### src/rtl/gpr_pkg.sv
// Shared register-file constants: width, depth, address width and the hard-wired x0 address.
package gpr_pkg;

  localparam int unsigned GPR_XLEN = 32;
  localparam int unsigned GPR_NUM  = 32;
  localparam int unsigned GPR_AW   = $clog2(GPR_NUM);

  localparam logic [GPR_AW-1:0] GPR_X0 = '0;

endpackage

### src/rtl/gpr_wb_arbiter_if.sv
// Write-back bus between the GPR write-back sources and the register file write port.
interface gpr_wb_arbiter_if
  import gpr_pkg::*;
#(
  parameter int unsigned XLEN = GPR_XLEN,
  parameter int unsigned NUM  = GPR_NUM,
  parameter int unsigned NREQ = 3
);

  localparam int unsigned AW = $clog2(NUM);
  localparam int unsigned IW = $clog2(NREQ);

  logic                 hold;
  logic [NREQ-1:0]      req_valid;
  logic [NREQ*AW-1:0]   req_addr;
  logic [NREQ*XLEN-1:0] req_data;
  logic [NREQ-1:0]      req_ready;
  logic [AW-1:0]        gpr_addr_w;
  logic [XLEN-1:0]      gpr_data_w;
  logic [IW-1:0]        wb_id;
  logic                 wb_valid;

  modport master (
    output hold, req_valid, req_addr, req_data,
    input  req_ready, gpr_addr_w, gpr_data_w, wb_id, wb_valid
  );

  modport slave (
    input  hold, req_valid, req_addr, req_data,
    output req_ready, gpr_addr_w, gpr_data_w, wb_id, wb_valid
  );

endinterface

### src/rtl/gpr_wb_arbiter_rr_arbiter.sv
// Combinational round-robin picker: first set request at or after ptr, wrapping modulo NREQ.
module rr_arbiter #(
  parameter int unsigned NREQ = 3
) (
  input  logic [NREQ-1:0]          req,
  input  logic [$clog2(NREQ)-1:0]  ptr,
  output logic [NREQ-1:0]          gnt,
  output logic [$clog2(NREQ)-1:0]  idx,
  output logic                     any
);

  localparam int unsigned IW = $clog2(NREQ);

  // Scan NREQ positions starting at ptr; the first hit wins.
  always_comb begin
    int unsigned c;
    gnt = '0;
    idx = '0;
    any = 1'b0;
    c   = 0;
    for (int unsigned off = 0; off < NREQ; off++) begin
      c = 32'(ptr) + off;
      if (c >= NREQ) c = c - NREQ;
      if (!any && req[IW'(c)]) begin
        any         = 1'b1;
        gnt[IW'(c)] = 1'b1;
        idx         = IW'(c);
      end
    end
  end

endmodule

### src/rtl/gpr_wb_arbiter.sv
// GPR write-port arbiter: round-robin grant of one write per cycle, x0 writes dropped
// immediately, winner registered onto the register-file port one cycle after accept.
module gpr_wb_arbiter
  import gpr_pkg::*;
#(
  parameter int unsigned XLEN = GPR_XLEN,
  parameter int unsigned NUM  = GPR_NUM,
  parameter int unsigned NREQ = 3
) (
  input  logic             clock,
  input  logic             reset_n,
  gpr_wb_arbiter_if.slave  bus
);

  localparam int unsigned AW = $clog2(NUM);
  localparam int unsigned IW = $clog2(NREQ);

  logic [AW-1:0]   addr_a [NREQ];
  logic [XLEN-1:0] data_a [NREQ];
  logic [NREQ-1:0] is_x0;
  logic [NREQ-1:0] eligible;
  logic [NREQ-1:0] gnt;
  logic [IW-1:0]   win;
  logic            any;
  logic [IW-1:0]   ptr;
  logic [IW-1:0]   ptr_nxt;

  logic [AW-1:0]   addr_q;
  logic [XLEN-1:0] data_q;
  logic [IW-1:0]   id_q;
  logic            valid_q;

  // Unpack the flat request buses and classify each requester.
  always_comb begin
    for (int unsigned i = 0; i < NREQ; i++) begin
      addr_a[i]   = bus.req_addr[i*AW +: AW];
      data_a[i]   = bus.req_data[i*XLEN +: XLEN];
      is_x0[i]    = (addr_a[i] == AW'(GPR_X0));
      eligible[i] = bus.req_valid[i] && !is_x0[i] && !bus.hold;
    end
  end

  rr_arbiter #(.NREQ(NREQ)) u_rr (
    .req (eligible),
    .ptr (ptr),
    .gnt (gnt),
    .idx (win),
    .any (any)
  );

  // x0 writes are acknowledged regardless of hold or arbitration.
  assign bus.req_ready = gnt | (bus.req_valid & is_x0);

  always_comb begin
    ptr_nxt = win + IW'(1);
    if (32'(win) == NREQ - 1) ptr_nxt = '0;
  end

  // Pointer and output port registers; address 0 means no write this cycle.
  always_ff @(posedge clock or negedge reset_n) begin
    if (!reset_n) begin
      ptr     <= '0;
      addr_q  <= '0;
      data_q  <= '0;
      id_q    <= '0;
      valid_q <= 1'b0;
    end else if (any) begin
      ptr     <= ptr_nxt;
      addr_q  <= addr_a[win];
      data_q  <= data_a[win];
      id_q    <= win;
      valid_q <= 1'b1;
    end else begin
      addr_q  <= '0;
      valid_q <= 1'b0;
    end
  end

  assign bus.gpr_addr_w = addr_q;
  assign bus.gpr_data_w = data_q;
  assign bus.wb_id      = id_q;
  assign bus.wb_valid   = valid_q;

endmodule

### src/flat_wrapper.sv
// flat-port wrapper written by rule: the top's interface ports become plain ports
module gpr_wb_arbiter_flat import gpr_pkg::*;
#(
  parameter int unsigned XLEN = GPR_XLEN,
  parameter int unsigned NUM  = GPR_NUM,
  parameter int unsigned NREQ = 3
)
  (clock, reset_n, bus_hold, bus_req_valid, bus_req_addr, bus_req_data, bus_req_ready, bus_gpr_addr_w, bus_gpr_data_w, bus_wb_id, bus_wb_valid);
  gpr_wb_arbiter_if #(.XLEN(XLEN), .NUM(NUM), .NREQ(NREQ)) bus_i ();
  input  logic clock;
  input  logic reset_n;
  input wire logic [$bits(bus_i.hold)-1:0] bus_hold;
  input wire logic [$bits(bus_i.req_valid)-1:0] bus_req_valid;
  input wire logic [$bits(bus_i.req_addr)-1:0] bus_req_addr;
  input wire logic [$bits(bus_i.req_data)-1:0] bus_req_data;
  output wire logic [$bits(bus_i.req_ready)-1:0] bus_req_ready;
  output wire logic [$bits(bus_i.gpr_addr_w)-1:0] bus_gpr_addr_w;
  output wire logic [$bits(bus_i.gpr_data_w)-1:0] bus_gpr_data_w;
  output wire logic [$bits(bus_i.wb_id)-1:0] bus_wb_id;
  output wire logic [$bits(bus_i.wb_valid)-1:0] bus_wb_valid;
  assign bus_i.hold = bus_hold;
  assign bus_i.req_valid = bus_req_valid;
  assign bus_i.req_addr = bus_req_addr;
  assign bus_i.req_data = bus_req_data;
  assign bus_req_ready = bus_i.req_ready;
  assign bus_gpr_addr_w = bus_i.gpr_addr_w;
  assign bus_gpr_data_w = bus_i.gpr_data_w;
  assign bus_wb_id = bus_i.wb_id;
  assign bus_wb_valid = bus_i.wb_valid;
  gpr_wb_arbiter #(.XLEN(XLEN), .NUM(NUM), .NREQ(NREQ)) u_core (.clock(clock), .reset_n(reset_n), .bus(bus_i));
endmodule
### config.mk
export PLATFORM = sky130hd
export DESIGN_NAME = gpr_wb_arbiter_flat
export DESIGN_NICKNAME = d
export VERILOG_FILES = /design/src/rtl/gpr_pkg.sv /design/src/rtl/gpr_wb_arbiter_if.sv /design/src/rtl/gpr_wb_arbiter_rr_arbiter.sv /design/src/rtl/gpr_wb_arbiter.sv /design/src/flat_wrapper.sv
export SDC_FILE = /design/constraint.sdc
export NUM_CORES = 1
export LEC_CHECK = 0
export BUFFER_PORTS_ARGS = -buffer_cell sky130_fd_sc_hd__buf_2
export CAP_MARGIN = 20
export CORE_MARGIN = 2
export CORE_UTILIZATION = 44
export CTS_CLUSTER_DIAMETER = 80
export DETAILED_ROUTE_END_ITERATION = 10
export GPL_ROUTABILITY_DRIVEN = 1
export GPL_TIMING_DRIVEN = 1
export PLACE_DENSITY = 0.91
export RECOVER_POWER = 50
export SLEW_MARGIN = 5
export SYNTH_ARGS = -nofsm -noshare
export SYNTH_HDL_FRONTEND = slang
export SYNTH_SLANG_ARGS = --single-unit
### constraint.sdc
create_clock -name clock -period 3.6 [get_ports clock]
set_clock_uncertainty 0.2 [all_clocks]
set_input_delay 0.54 -clock clock [delete_from_list [all_inputs] [get_ports clock]]
set_output_delay 0.54 -clock clock [all_outputs]
set_load 0.02 [all_outputs]
==> impl_metrics.json <==
{
  "cts_resized": 0,
  "critPathLaunchType": "flop",
  "internal_power_mw": 1.45,
  "rsz0062_at_grt": "false",
  "ys.flop_type": "dfrtp_1",
  "via_per_inst": 5.65,
  "reg2reg_depth": 8,
  "port_buffers": 159,
  "cts_buffers": 5,
  "drt_iter0_drc": 201,
  "reg2reg_to": "u_core.bus.gpr_data_w[14]$_DFFE_PN0P_",
  "overflow": 0,
  "maxCapViolations": 1,
  "grt_pass1_vias": 2457,
  "violations": "max-capacitance violations, max-slew violations",
  "drive_above_1_share": 0.424,
  "p_clk_frac": 0.139,
  "synthArstFlopShare": 1.00,
  "clk_latency_ns": 0.28,
  "die_y_um": 81.6,
  "syn_inst": 265,
  "core.rowCount": 28,
  "grtUsageTotal": 0.216,
  "clk_pin_slew_worst_paths_ns": 0.08,
  "final_nets": 538,
  "hold_end": "u_core.bus.gpr_data_w[10]$_DFFE_PN0P_",
  "hp-start": "bus_req_data[42]",
  "slew-limit-headroom": -0.489,
  "hp-class": "in2reg",
  "hpwl_um": 5770,
  "critPathKind": "reg2out",
  "synthTopCellsByArea": "dfrtp_1 40%, mux2i_1 11%, a22oi_1 6.8%",
  "area_growth_pct": 34.0,
  "finalSetupViolations": 0,
  "clockBufferDepth": 2,
  "tightest_slew_ns": 2.23,
  "ys_warn_count": 0,
  "yosysMostFrequentCell": "dfrtp_1",
  "p_leak_nw": 1.77,
  "rr_startpoint": "u_core.ptr[0]$_DFFE_PN0P_",
  "globalplace.congestion": 1.03,
  "routedWlPerCell_um": 15.4,
  "synth_cell_type_count": 45,
  "crit_required_ns": 2.86,
  "h-tree-depth": 2,
  "synth.largest_area_cell": "dfrtp_1",
  "hold_buffers": 0,
  "root_buffer": "clkbuf_8",
  "grt_antenna_before_repair": 0,
  "synth_nets": 386,
  "vdd_drop_max_uv": 360,
  "post_cts_buffers": 0,
  "ys_ff_latch": 42,
  "start_util": 0.450,
  "hold_viol_final": 0,
  "post-route-min-period_ns": 3.40,
  "totalWireLength_um": 7590,
  "power_density_mw_per_mm2": 755,
  "drcViolationCount": 0,
  "vias": 2781,
  "switchingPower_mw": 1.23,
  "ant_nets": 0,
  "swShare": 0.458,
  "seq_power_share": 0.307,
  "synth-edff-count": 0,
  "ios": 160,
  "dp.cells": 485,
  "syn_area_mm2": 0.00265,
  "grt_pass1_wl_um": 11100,
  "die_x_um": 81.6,
  "coreArea_mm2": 0.00589,
  "cts.sinks": 42,
  "synth_top_area_frac": 0.397,
  "hold_depth": 3,
  "tns_ns": 0,
  "grt_max_degree": 48,
  "max_freq_mhz": 294,
  "cts_tree": "built",
  "dr.pass1.iters": 5,
  "finalNonFillerCells": 492,
  "post-route-util": 0.604,
  "synthTopCellsByCount": "42 x dfrtp_1, 28 x mux2i_1, 24 x a22oi_1",
  "n_antenna_cell": 0,
  "post-route-period-util": 0.945,
  "die_area_mm2": 0.00666,
  "drv_slew": 43,
  "critPathMaxFanout": 8,
  "pwr-share-comb": 0.554,
  "status": "finished with violations",
  "cp.arrival_ns": 2.66,
  "ys_seq_area_frac": 0.397,
  "reg2reg_slack_ns": 0.66,
  "crit_path_end_kind": "output port",
  "synth_area_per_cell_um2": 10.0
}
-- flip-flops by register name (all words and copies together), names as in the netlist --
register / cells
u_core.bus.gpr_data_w: 32
u_core.bus.wb_valid: 1
u_core.ptr: 2
u_core.bus.gpr_addr_w: 5
u_core.bus.wb_id: 2
-- layer usage --
metal,vias to the layer above,track usage,part of all wire
met5,-,0,0
met3,21,0.0440,0.088
met4,0,0.0683,0.021
li1,1299,-,-
met1,1294,0.255,0.39
met2,167,0.393,0.50
-- final cells by class --
type	count	area, um2
clock buffers	6	82.6
clock inverters	1	30.0
fillers	493	2330
inverters	14	52.6
multi-input cells	188	1420
flip-flops and latches	42	1050
well taps	75	93.8
repair buffers	166	821
-- power groups by stage --
stage / sequential (mW) / combinational, mW / clock [mW]
6_report: 0.824 / 1.49 / 0.372
4_1_cts: 0.819 / 1.52 / 0.383
3_3_place_gp: 0.814 / 1.47 / 0
3_5_place_dp: 0.827 / 1.51 / 0
2_1_floorplan: 1.09 / 0.781 / 0
5_1_grt: 0.849 / 1.62 / 0.404
-- worst max-delay path, stage by stage (launching register included) --
cell      delay (ns)
dfrtp_1         0.40
inv_1           0.11
ha_1            0.36
inv_1           0.23
or4_4           0.59
a211oi_2        0.21
a31o_1          0.16
a221o_1         0.15
buf_2           0.16
-- per-stage QoR --
| step | hold slack (ns) | cell area (um2) | power [mW] | worst slack, ns |
|---|---|---|---|---|
| floorplan | 0.0444 | 2650 | 1.87 | 0.596 |
| global placement | 0.253 | 3470 | 2.28 | 0.393 |
| detailed placement | 0.267 | 3470 | 2.34 | 0.331 |
| CTS | 0.217 | 3580 | 2.72 | 0.250 |
| global route | 0.291 | 3550 | 2.88 | 0.122 |
| finish | 0.278 | 3550 | 2.68 | 0.197 |
-- worst max path at each step --
stage | from | end | slack (ns) | cells after the start
final | u_core.ptr[0]$_DFFE_PN0P_ | bus_req_ready[1] | 0.20 | 8
after global routing | u_core.ptr[0]$_DFFE_PN0P_ | bus_req_ready[0] | 0.12 | 8
after CTS | u_core.ptr[0]$_DFFE_PN0P_ | bus_req_ready[1] | 0.25 | 8
after detailed placement | bus_req_addr[14] | bus_req_ready[1] | 0.33 | 8
after global placement | bus_req_addr[14] | bus_req_ready[1] | 0.39 | 8
after floorplan | bus_req_addr[14] | bus_req_ready[1] | 0.60 | 6
-- placed cells by master (no fill, tap or decap), types with 2 or more instances in the layout --
master	Yosys	routed
ha_1	4	4
a21o_1	11	11
nand4_1	2	2
or4_4	3	3
a221oi_1	2	2
o21ai_0	18	18
a221oi_2	8	8
inv_1	14	14
a211oi_1	2	2
a211o_1	2	2
nand2b_1	2	2
a22oi_1	24	24
o21ai_1	12	12
clkbuf_1	3	22
mux2i_1	28	28
buf_4	4	7
nand2_1	19	19
o21ai_2	2	2
a21oi_2	5	5
o2111ai_1	2	2
nor2_1	7	6
dfrtp_1	42	42
clkbuf_8	0	6
a21oi_1	9	9
o31ai_1	2	2
nor3_1	7	7
buf_2	11	137
-- kinds of logic after synthesis --
| logic type | share of synthesized area |
|---|---|
| DFF | 0.397 |
| muxes | 0.106 |
| adders and majority gates | 0.0189 |
| buffers and inverters | 0.0703 |
| AOI/OAI and AO/OA | 0.307 |
| and+or+nand+nor | 0.101 |
(Power assumes the default switching activity.)
